**config.mk**
```make
export PLATFORM = sky130hd
export DESIGN_NAME = cnt_bcd_n
export DESIGN_NICKNAME = d
export VERILOG_FILES = /design/src/rtl/cnt_bcd_n.sv
export SDC_FILE = /design/constraint.sdc
export NUM_CORES = 1
export LEC_CHECK = 0
export BUFFER_PORTS_ARGS = -buffer_cell sky130_fd_sc_hd__buf_2
export CAP_MARGIN = 0
export CORE_MARGIN = 2
export CORE_UTILIZATION = 40
export CTS_CLUSTER_DIAMETER = 60
export DETAILED_ROUTE_END_ITERATION = 8
export PLACE_DENSITY = 0.64
export SYNTH_ARGS = -nofsm -noshare
export SYNTH_HDL_FRONTEND = slang
export SYNTH_SLANG_ARGS = --single-unit
```
**constraint.sdc**
```tcl
create_clock -name clk -period 1.75 [get_ports clk]
set_input_delay 0 -clock clk [delete_from_list [all_inputs] [get_ports clk]]
set_output_delay 0 -clock clk [all_outputs]
set_load 0.02 [all_outputs]
```
**src/rtl/cnt_bcd_n.sv**
```systemverilog
// cnt_bcd_n: multi-digit packed-BCD up/down counter with parallel load, wrap/saturate and cascade strobe
module cnt_bcd_n #(
  parameter int DIGITS = 2,
  parameter int WRAP = 1
) (
  input  logic              clk,
  input  logic              rst,
  input  logic              en,
  input  logic              load,
  input  logic              up,
  input  logic [4*DIGITS-1:0] data,
  output logic [4*DIGITS-1:0] dout,
  output logic              cout,
  output logic              lderr
);
  localparam int W = 4 * DIGITS;
  logic [DIGITS:0] lo9, lo0;
  logic [DIGITS-1:0] is9, is0, bad;
  logic [W-1:0] step, ld;
  logic term, hold;
  assign lo9[0] = 1'b1;
  assign lo0[0] = 1'b1;
  for (genvar d = 0; d < DIGITS; d++) begin : g_dig
    logic [3:0] q, v;
    assign q = dout[4*d+:4];
    assign v = data[4*d+:4];
    assign is9[d] = q == 4'd9;
    assign is0[d] = q == 4'd0;
    assign lo9[d+1] = lo9[d] & is9[d];
    assign lo0[d+1] = lo0[d] & is0[d];
    assign bad[d] = v > 4'd9;
    assign ld[4*d+:4] = bad[d] ? 4'd0 : v;
    assign step[4*d+:4] = up ? (lo9[d] ? (is9[d] ? 4'd0 : q + 4'd1) : q)
                             : (lo0[d] ? (is0[d] ? 4'd9 : q - 4'd1) : q);
  end
  assign term = up ? lo9[DIGITS] : lo0[DIGITS];
  assign hold = term && (WRAP == 0);
  assign cout = en & ~load & term;
  always_ff @(posedge clk or negedge rst)
    if (!rst) begin
      dout <= '0;
      lderr <= 1'b0;
    end else if (load) begin
      dout <= ld;
      lderr <= |bad;
    end else if (en && !hold) dout <= step;
endmodule
```
==> Yosys cells after proc, flatten, opt, wreduce, memory -nomap -nowiden <==
Cells that the tools add are included.
{ "word_totals": {"inputBits": 13, "memories": 0, "latchBits": 0, "mem_bits_rw": 0, "rom_bits": 0, "output_inout_bits": 10, "ff_bits": 9, "word_cells": 36} }
{ "op_classes": {"n_eq_ne": 3, "n_lt_le_gt_ge": 2, "n_mul": 0, "div": 0, "reduce_logical": 6, "n_mux": 13, "shift": 0, "n_bitwise": 5, "addsub": 4} }
{ "ops": {"columns": ["operator", "n"], "rows": [
  ["4-bit two-way mux", 10],
  ["8-bit two-way mux", 2],
  ["4-bit by 1-bit adder with 4-bit output, second input constant", 2],
  ["4-bit == test, second input constant", 2],
  ["4-bit > comparator, second input constant", 2],
  ["4-bit zero test", 2],
  ["4-bit by 1-bit subtractor with 4-bit output, second input constant", 2],
  ["1-bit AND", 4],
  ["3-bit by 2-bit != test with 1-bit output, second input constant", 1],
  ["3-bit AND reduction", 1],
  ["3-bit nonzero test", 1],
  ["2-bit nonzero test", 1],
  ["2-bit OR reduction", 1],
  ["1-bit two-way mux", 1],
  ["1-bit inverter", 1]
]} }

==> Depth between registers and ports, before layout <==
Gate-level depths: netlist (run 1).
{ "logic_depth": {"ltp_word": 6, "depth_mapped": 6, "mapped_depth_nobuf": 4} }

==> Least setup slack after synthesis (run 1) <==
No wires, ideal clock.
{ "synth_timing": {"path_type": "flip-flop to flip-flop", "startpoint": "register dout[7]", "endpoint": "register dout[7]", "period_less_slack_ps": 1544, "setup_time_ps": 94, "t_arrival_ps": 1450, "path_slack_ps": 206, "n_path_buf": 1, "required_ps": 1656, "path_stages_with_launch": 6, "path_cell_list": "dfrtp_1 buf_6 or4_1 mux2i_1 o22ai_1 a221oi_2"} }
{ "synth_between": {"elab_chain_len": 6, "word_cells_on_any_way": 11, "classes_between": "2 x add/sub; 1 x eq/ne; 7 x mux; 1 x reduce/logical"} }
{ "synth_rtl": {"columns": ["element", "line_no", "text"], "rows": [
  ["start: declaration", "12", "output logic [4*DIGITS-1:0] dout,"],
  ["start signal: assignment", "44", "dout <= ld;"],
  ["start signal: assignment", "46", "end else if (en && !hold) dout <= step;"],
  ["4-bit by 1-bit subtractor with 4-bit output (tied with other cells)", "34", ": (lo0[d] ? (is0[d] ? 4'd9 : q - 4'd1) : q);"],
  ["4-bit two-way mux (on tied branches) (2 in a row)", "34, 33", null],
  ["4-bit two-way mux (*)", "33", "assign step[4*d+:4] = up ? (lo9[d] ? (is9[d] ? 4'd0 : q + 4'd1) : q)"],
  ["8-bit two-way mux (*)", "46", null],
  ["8-bit two-way mux (*)", "43", "end else if (load) begin"]
]} }
Every way passes the cells marked *; elsewhere a longest branch is shown, timed or not. The select of a mux whose other input is x is not followed.
A chain may end at the register's enable or synchronous reset.

==> Worst setup path after layout (run 1) <==
Same ends and word-level chain as after synthesis.

==> qor.yml, run 1 <==
cells_and_area:
  nNetsFinal: 143
  seq_area_sq_um: 225
  synthToLayoutAreaGrowth_pct: 21.5
  number_of_inserted_filler_cells_in_the_final_layout: 202
  insertedDiodeCount: 0
  share_of_final_layout_standard_cells_stronger_than_drive_strength_1: 0.240
  fin_cells: 156
  multiInputGateArea_sq_um: 533
logic_synthesis:
  ys_ff_latch: 9
  mappedNetlistArea_sq_um: 833
  yosys_most_used_dff: "dfrtp_1"
  synth-compound-area-share: 0.273
  synth_edf_count: 0
  yosysWarnings: 0
  postSynthCellCount: 107
  synth.avg_cell_area_sq_um: 7.79
  synth_adder_area_share: 0
  async_flop_share: 1.00
  synth_mux_area_frac: 0.0120
  synth_top_family_by_area: "simple AND/OR/NAND/NOR gates"
  synth-xor-area-share: 0.0420
  basic_gate_share_of_the_synthesized_area_counting_and_or_nand_and_nor_cells: 0.312
  yosysUniqueCellTypes: 39
  synth_sequential_area_ratio: 0.270
  mappedNetlistNets: 120
timing:
  post-route-period-util: 0.884
  rsz0062_at_grt: "no"
  finalHoldViolations: 0
  max-slew-margin-rel: 0.767
  setup-tns-final_ns: 0
  max_freq_mhz: 646
  finalWorstPathRequiredPeriod_ns: 1.55
  worst-slew-pin-transition_ns: 0.350
  report.final.slew_viol_count: 0
  fin_worst_skew_ns: 0.00924
  finalSetupViolCount: 0
setup_path:
  worstPathBufferInverterCount: 0
  worst-path-max-fanout: 10
  end_kind: "register"
  ff2ff_setup_slack_ns: 0.20
  r2r_start: "dout[7]"
  worst_path_max_delay_cell: "dfrtp_1"
  critical_path_arrival_ns: 1.72
  reg2reg_depth: 4
  worst_setup_path_startpoint: "dout[7]"
  critical_path.reg2reg.endpoint: "dout[7]"
  type_of_element_launching_the_critical_path: "register"
  crit_family: "flip-flops"
  timing.setup.critical_path_class: "register to register"
  critical-path-max-stage-delay_ns: 0.49
  cp_data_required_time_ns: 1.92
  crit_path_cell_trace: "or4_1 -> mux2i_1 -> o22ai_1 -> a221oi_2"
global_route:
  grt_first_pass_wirelength_microns: 3550
  total_global_routing_overflow: 0
  pin_count_of_the_biggest_net_entering_global_routing: 21
  number_of_antenna_violations_at_the_first_check_in_global_routing: 0
  vias_in_the_first_global_route: 804
  grt.total_usage: 0.185
hold_path:
  worst_hold_startpoint: "data[3]"
  holdPathStages: 3
  holdCritPathClass: "primary input to register"
  min_delay_worst_endpoint: "dout[3]"
power_and_ir_drop:
  vdd_drop_max_mv: 0.462
  pwr_density_cell_mw_per_mm2: 738
  cellLeakagePower_nw: 0.409
route:
  remaining_drc_errors: 0
  drt_pre_antenna_iters: 4
  vias_per_cell: 5.56
  wl_per_cell_microns: 13.0
  dr_total_vias: 868
  drtIter0Drc: 14
  final_routed_wirelength_across_all_metal_layers_microns: 2020
  detail-route-antenna-nets: 0
clocking:
  clk-insertion-delay-late_ns: 0.26
  tritoncts: "built"
  cts.root.buffer_cell: "clkbuf_4"
  htree_num_levels: 1
  post-cts-setup-buffer-count: 0
  cts_inserted_buffers: 3
  clk_pin_slew_ns: 0.07
  cts.path.max_buffers: 2
  cts_num_sinks: 9
placed_design:
  routabilityCongestion: 0.763
  place_inst: 147
  dp_hpwl_microns: 1450
  placement.io_buffers: 22
job:
  max_cap_violations: 0
run_status:
  run_status: "completed"
die:
  row_count: 16
  floorplan.initialDensity: 0.425
  die_h_microns: 49.6
  die_x_microns: 49.6
  core_area_sq_mm: 0.00196
  die_ar_sq_mm: 0.00246
  num_ports: 23
==> state kept, by name (all words and copies together) (netlist names) <==
| signal | count |
|---|---|
| dout | 8 |
| lderr | 1 |
==> per-layer routing <==
layer | track usage | wire length, microns
met4 | 0.0694 | 15
met5 | 0 | 0
met2 | 0.284 | 897
met3 | 0.0303 | 66
met1 | 0.259 | 1040
==> cell type report <==
class                   instances  share of cell area
clock buffers                   4              0.0260
multi-input cells              83               0.527
inverters                       3              0.0111
well taps                      27              0.0334
flip-flops and latches          9               0.222
repair buffers                 30               0.180
==> kinds of logic (layout without fill, tap and decap cells) <==
logic type	count (synthesis)	count (layout)
multiplexers	1	1
AND/OR/NAND/NOR	43	43
flip-flops	9	9
XOR/XNOR	4	4
buffers and inverters	15	37
AO/OA/AOI/OAI	35	35
==> cells in the mapped netlist, types with 2 or more instances <==
| cell type | number | area, sq um |
|---|---|---|
| nand3_1 | 6 | 30.0 |
| nand2_1 | 6 | 22.5 |
| xnor2_1 | 4 | 35.0 |
| dfrtp_1 | 9 | 225 |
| o211ai_1 | 2 | 15.0 |
| o22ai_1 | 3 | 18.8 |
| nand4b_1 | 4 | 35.0 |
| nand3b_1 | 3 | 22.5 |
| nor2b_1 | 2 | 12.5 |
| o21ai_0 | 5 | 25.0 |
| a211oi_1 | 2 | 15.0 |
| nor3_1 | 3 | 15.0 |
| and3_1 | 3 | 18.8 |
| nor2_1 | 7 | 26.3 |
| inv_1 | 3 | 11.3 |
| o21a_1 | 2 | 15.0 |
| a31oi_1 | 2 | 12.5 |
| buf_2 | 9 | 45.0 |
| a21boi_1 | 2 | 15.0 |
| o21ai_1 | 5 | 25.0 |
| a21oi_1 | 6 | 30.0 |
| nand4_1 | 2 | 12.5 |
==> through the flow <==
stage / instance area (sq um) / utilization / worst slack (ns) / hold WS [ns] / total power (W)
finish: 1010 / 0.516 / 0.202 / 0.0210 / 0.000747
CTS: 1010 / 0.516 / 0.228 / 0.0191 / 0.000751
global placement: 936 / 0.477 / 0.258 / -0.138 / 0.000576
floorplan: 833 / - / 0.206 / -0.296 / 0.000502
global route: 1010 / 0.516 / 0.0775 / 0.0437 / 0.000805
detailed placement: 936 / 0.477 / 0.226 / -0.137 / 0.000577
==> report_power, final <==
part           switching (W)  internal, W  total [W]
sequential         0.0000497     0.000235   0.000284
clock              0.0000739    0.0000878   0.000162
combinational       0.000170     0.000131   0.000301
==> layout by cell type (no fill, tap or decap), types with 3 or more instances in the layout <==
cell	netlist	final
clkbuf_4	0	3
o22ai_1	3	3
buf_2	9	22
nor2_1	7	7
buf_4	0	3
nand4b_1	4	4
dfrtp_1	9	9
dlygate4sd3_1	0	5
o21ai_1	5	5
inv_1	3	3
a21oi_1	6	6
and3_1	3	3
o21ai_0	5	5
nand3b_1	3	3
nand2_1	6	6
nor3_1	3	3
xnor2_1	4	4
nand3_1	6	6
==> how the worst max path moves through the flow <==
| stage | to | cells past startpoint |
|---|---|---|
| 3_5_place_dp | dout[5] | 4 |
| 3_3_place_gp | dout[7] | 4 |
| 4_1_cts | dout[5] | 4 |
| 2_1_floorplan | dout[7] | 5 |
| 5_1_grt | dout[5] | 4 |
| 6_report | dout[7] | 4 |
==> worst min-delay path, cell delays in order <==
cell     delay [ns]
buf_2          0.11
nand2_1        0.06
a22oi_1        0.06
==> timing repair <==
item / CTS / global route
hold endpoints to repair: 13 / 0
resized for setup: 0 / 0
hold buffers: 5 / 0
Power figures use the tool's default switching activity.
==> run 2, diff against run 1 <==
CELL_PAD_IN_SITES_DETAIL_PLACEMENT = 0   (was default)
CELL_PAD_IN_SITES_GLOBAL_PLACEMENT = 2   (was default)
CORE_UTILIZATION = 28   (was 40)
PLACE_DENSITY = 0.77   (was 0.64)
==> run 2 against run 1 <==
- sequential power fell by 3%
- cell count rose by 3.8%
- clock skew fell by 0.0027 ns
- maximum frequency rose by 0.13%
- first-iteration DRC count rose by 64%
- wire length rose by 8.3%
- largest power group unchanged
- highest routed layer unchanged
==> qor.yml, run 2 (synthesized netlist as in run 1, its figures left out) <==
run_status:
  run_status: "completed"
die:
  core_area_sq_mm: 0.00278  # +42%
  die_h_microns: 58.6  # +18%
  num_ports: 23  # unchanged
  row_count: 19  # +3
  die_x_microns: 58.6  # +18%
  die_ar_sq_mm: 0.00343  # +39%
  floorplan.initialDensity: 0.300  # -0.125
route:
  final_routed_wirelength_across_all_metal_layers_microns: 2190  # +8.3%
  wl_per_cell_microns: 13.5  # +4.3%
  drt_pre_antenna_iters: 4  # unchanged
  detail-route-antenna-nets: 0  # unchanged
  vias_per_cell: 5.50  # -1.2%
  dr_total_vias: 891  # +2.6%
  remaining_drc_errors: 0  # unchanged
  drtIter0Drc: 23  # +9
power_and_ir_drop:
  cellLeakagePower_nw: 0.420  # +2.5%
  intPower_w: 0.000461  # +1.7%
  switching_share: 0.391  # -0.00242
  power.net_switching_w: 0.000295  # +0.66%
  vdd_drop_max_mv: 0.470  # +1.6%
  power.share.combinational: 0.422  # +0.019
  pwr_density_cell_mw_per_mm2: 733  # -0.68%
  pwr-share-clk: 0.214  # -0.002
  power.share.sequential: 0.363  # -0.018
global_route:
  grt_first_pass_wirelength_microns: 3820  # +7.4%
  total_global_routing_overflow: 0  # unchanged
  number_of_antenna_violations_at_the_first_check_in_global_routing: 0  # unchanged
  vias_in_the_first_global_route: 821  # +2.1%
  pin_count_of_the_biggest_net_entering_global_routing: 21  # unchanged
  grt.total_usage: 0.140  # -0.0451
setup_path:
  worstPathBufferInverterCount: 0  # unchanged
  end_kind: "register"
  critical-path-max-stage-delay_ns: 0.50  # about the same
  timing.setup.critical_path_class: "register to register"
  cp_data_required_time_ns: 1.90  # -0.02 ns
  crit_family: "compound AO/OA/AOI/OAI gates"
  ff2ff_setup_slack_ns: 0.20  # about the same
  type_of_element_launching_the_critical_path: "register"
  critical_path_arrival_ns: 1.70  # -0.02 ns
  crit_path_cell_trace: "nor3_1 -> o21a_1 -> a21boi_1 -> o31a_1"
  worst-path-max-fanout: 12  # +2
  worst_path_max_delay_cell: "dfrtp_1"
cells_and_area:
  nNetsFinal: 145  # +1.4%
  insertedDiodeCount: 0  # unchanged
  largest-register: "dout"
  number_of_inserted_filler_cells_in_the_final_layout: 293  # +45%
  design_area_sq_mm: 0.00103  # +2.0%
  registers_with_the_highest_flip_flop_counts: "dout: 8 flops, lderr: 1 flops"
  max_reg_flops: 8  # unchanged
  fin_cells: 162  # +3.8%
  mostFrequentLayoutCell: "buf_2"
  mostFrequentLayoutCells: "22 x buf_2, 9 x dfrtp_1, 7 x nor2_1"
  share_of_final_layout_standard_cells_stronger_than_drive_strength_1: 0.252  # +0.0116
  synthToLayoutAreaGrowth_pct: 23.9
placed_design:
  placement.io_buffers: 22  # unchanged
  postPlaceCellArea_sq_um: 956  # +2.1%
  routabilityCongestion: 0.765  # +0.30%
  place_inst: 153  # +4.1%
  dp_hpwl_microns: 1630  # +13%
job:
  max_cap_violations: 0  # unchanged
timing:
  setup-tns-final_ns: 0  # unchanged
  finalWorstPathRequiredPeriod_ns: 1.55  # -0.00198 ns
  finalSetupViolCount: 0  # unchanged
  max_freq_mhz: 647  # +0.13%
  report.final.slew_viol_count: 0  # unchanged
  finalHoldViolations: 0  # unchanged
  max-slew-margin-rel: 0.762  # -0.00538
  post-route-period-util: 0.883  # -0.00113
  fin_worst_skew_ns: 0.00649  # -0.00275 ns
  whs_ns: 0.0439  # +0.0228 ns
  worst-slew-pin-transition_ns: 0.358  # +0.00807 ns
  rsz0062_at_grt: "no"
clocking:
  clk-insertion-delay-late_ns: 0.26  # about the same
  post-cts-setup-buffer-count: 0  # unchanged
  htree_num_levels: 1  # unchanged
  cts.root.buffer_cell: "clkbuf_4"
  tritoncts: "built"
  cts.path.max_buffers: 2  # unchanged
  cts_num_sinks: 9  # unchanged
  clk_pin_slew_ns: 0.07  # about the same
  cts_inserted_buffers: 3  # unchanged
hold_path:
  holdCritPathClass: "primary input to register"
[run 2: changes by cell type in the layout (fill, tap and decap cells not counted)]
cell   change
buf_4      +2
[run 2: final cells by class]
cell class | count | area, sq um | share of cell area
well taps | 31 | 38.8 | 0.0376
repair buffers | 32 | 198 | 0.192
inverters | 3 | 11.3 | 0.0109
flip-flops and latches | 9 | 225 | 0.218
clock buffers | 4 | 26.3 | 0.0255
multi-input cells | 83 | 533 | 0.516
[run 2: worst reg2reg max path, delay by kind of cell (launching register included)]
| kind | cells | cell delay, ns |
|---|---|---|
| AO/OA/AOI/OAI | 3 | 0.59 |
| flip-flops | 1 | 0.50 |
| AND/OR/NAND/NOR | 1 | 0.35 |
[run 2: path summary, 6_finish.rpt]
check / start / to / depth (start not counted)
setup reg to reg: dout[0] / dout[5] / 4
hold / removal: data[3] / dout[3] / 3
setup / recovery: dout[0] / dout[5] / 4
hold reg to reg: lderr / lderr / 2
max in group asynchronous: rst / dout[3] / 2
min in group asynchronous: rst / lderr / 2
[run 2: power by group through the flow]
stage               combinational (W)  sequential (W)  clock [W]
floorplan                    0.000209        0.000292          0
global placement             0.000311        0.000278          0
detailed placement           0.000312        0.000280          0
CTS                          0.000321        0.000275   0.000168
global route                 0.000355        0.000282   0.000181
finish                       0.000320        0.000275   0.000162
[run 2: repair_timing]
item	4_1_cts	5_1_grt
resized for setup	0	0
endpoints found under the hold margin	13	0
hold buffers	5	0
[run 2: routing by layer]
metal / wire length (microns) / GRT usage / up-vias
li1: - / - / 447
met1: 1100 / 0.195 / 420
met2: 1020 / 0.222 / 22
met3: 64 / 0.0220 / 2
met4: 10 / 0.0432 / 0
met5: 0 / 0 / -
[run 2: metrics by stage]
step                 util  worst slack, ns  power (W)
finish              0.371            0.204   0.000757
global route        0.371           0.0284   0.000818
CTS                 0.371            0.189   0.000765
detailed placement  0.344            0.187   0.000591
global placement    0.344            0.206   0.000590
floorplan               -            0.206   0.000502
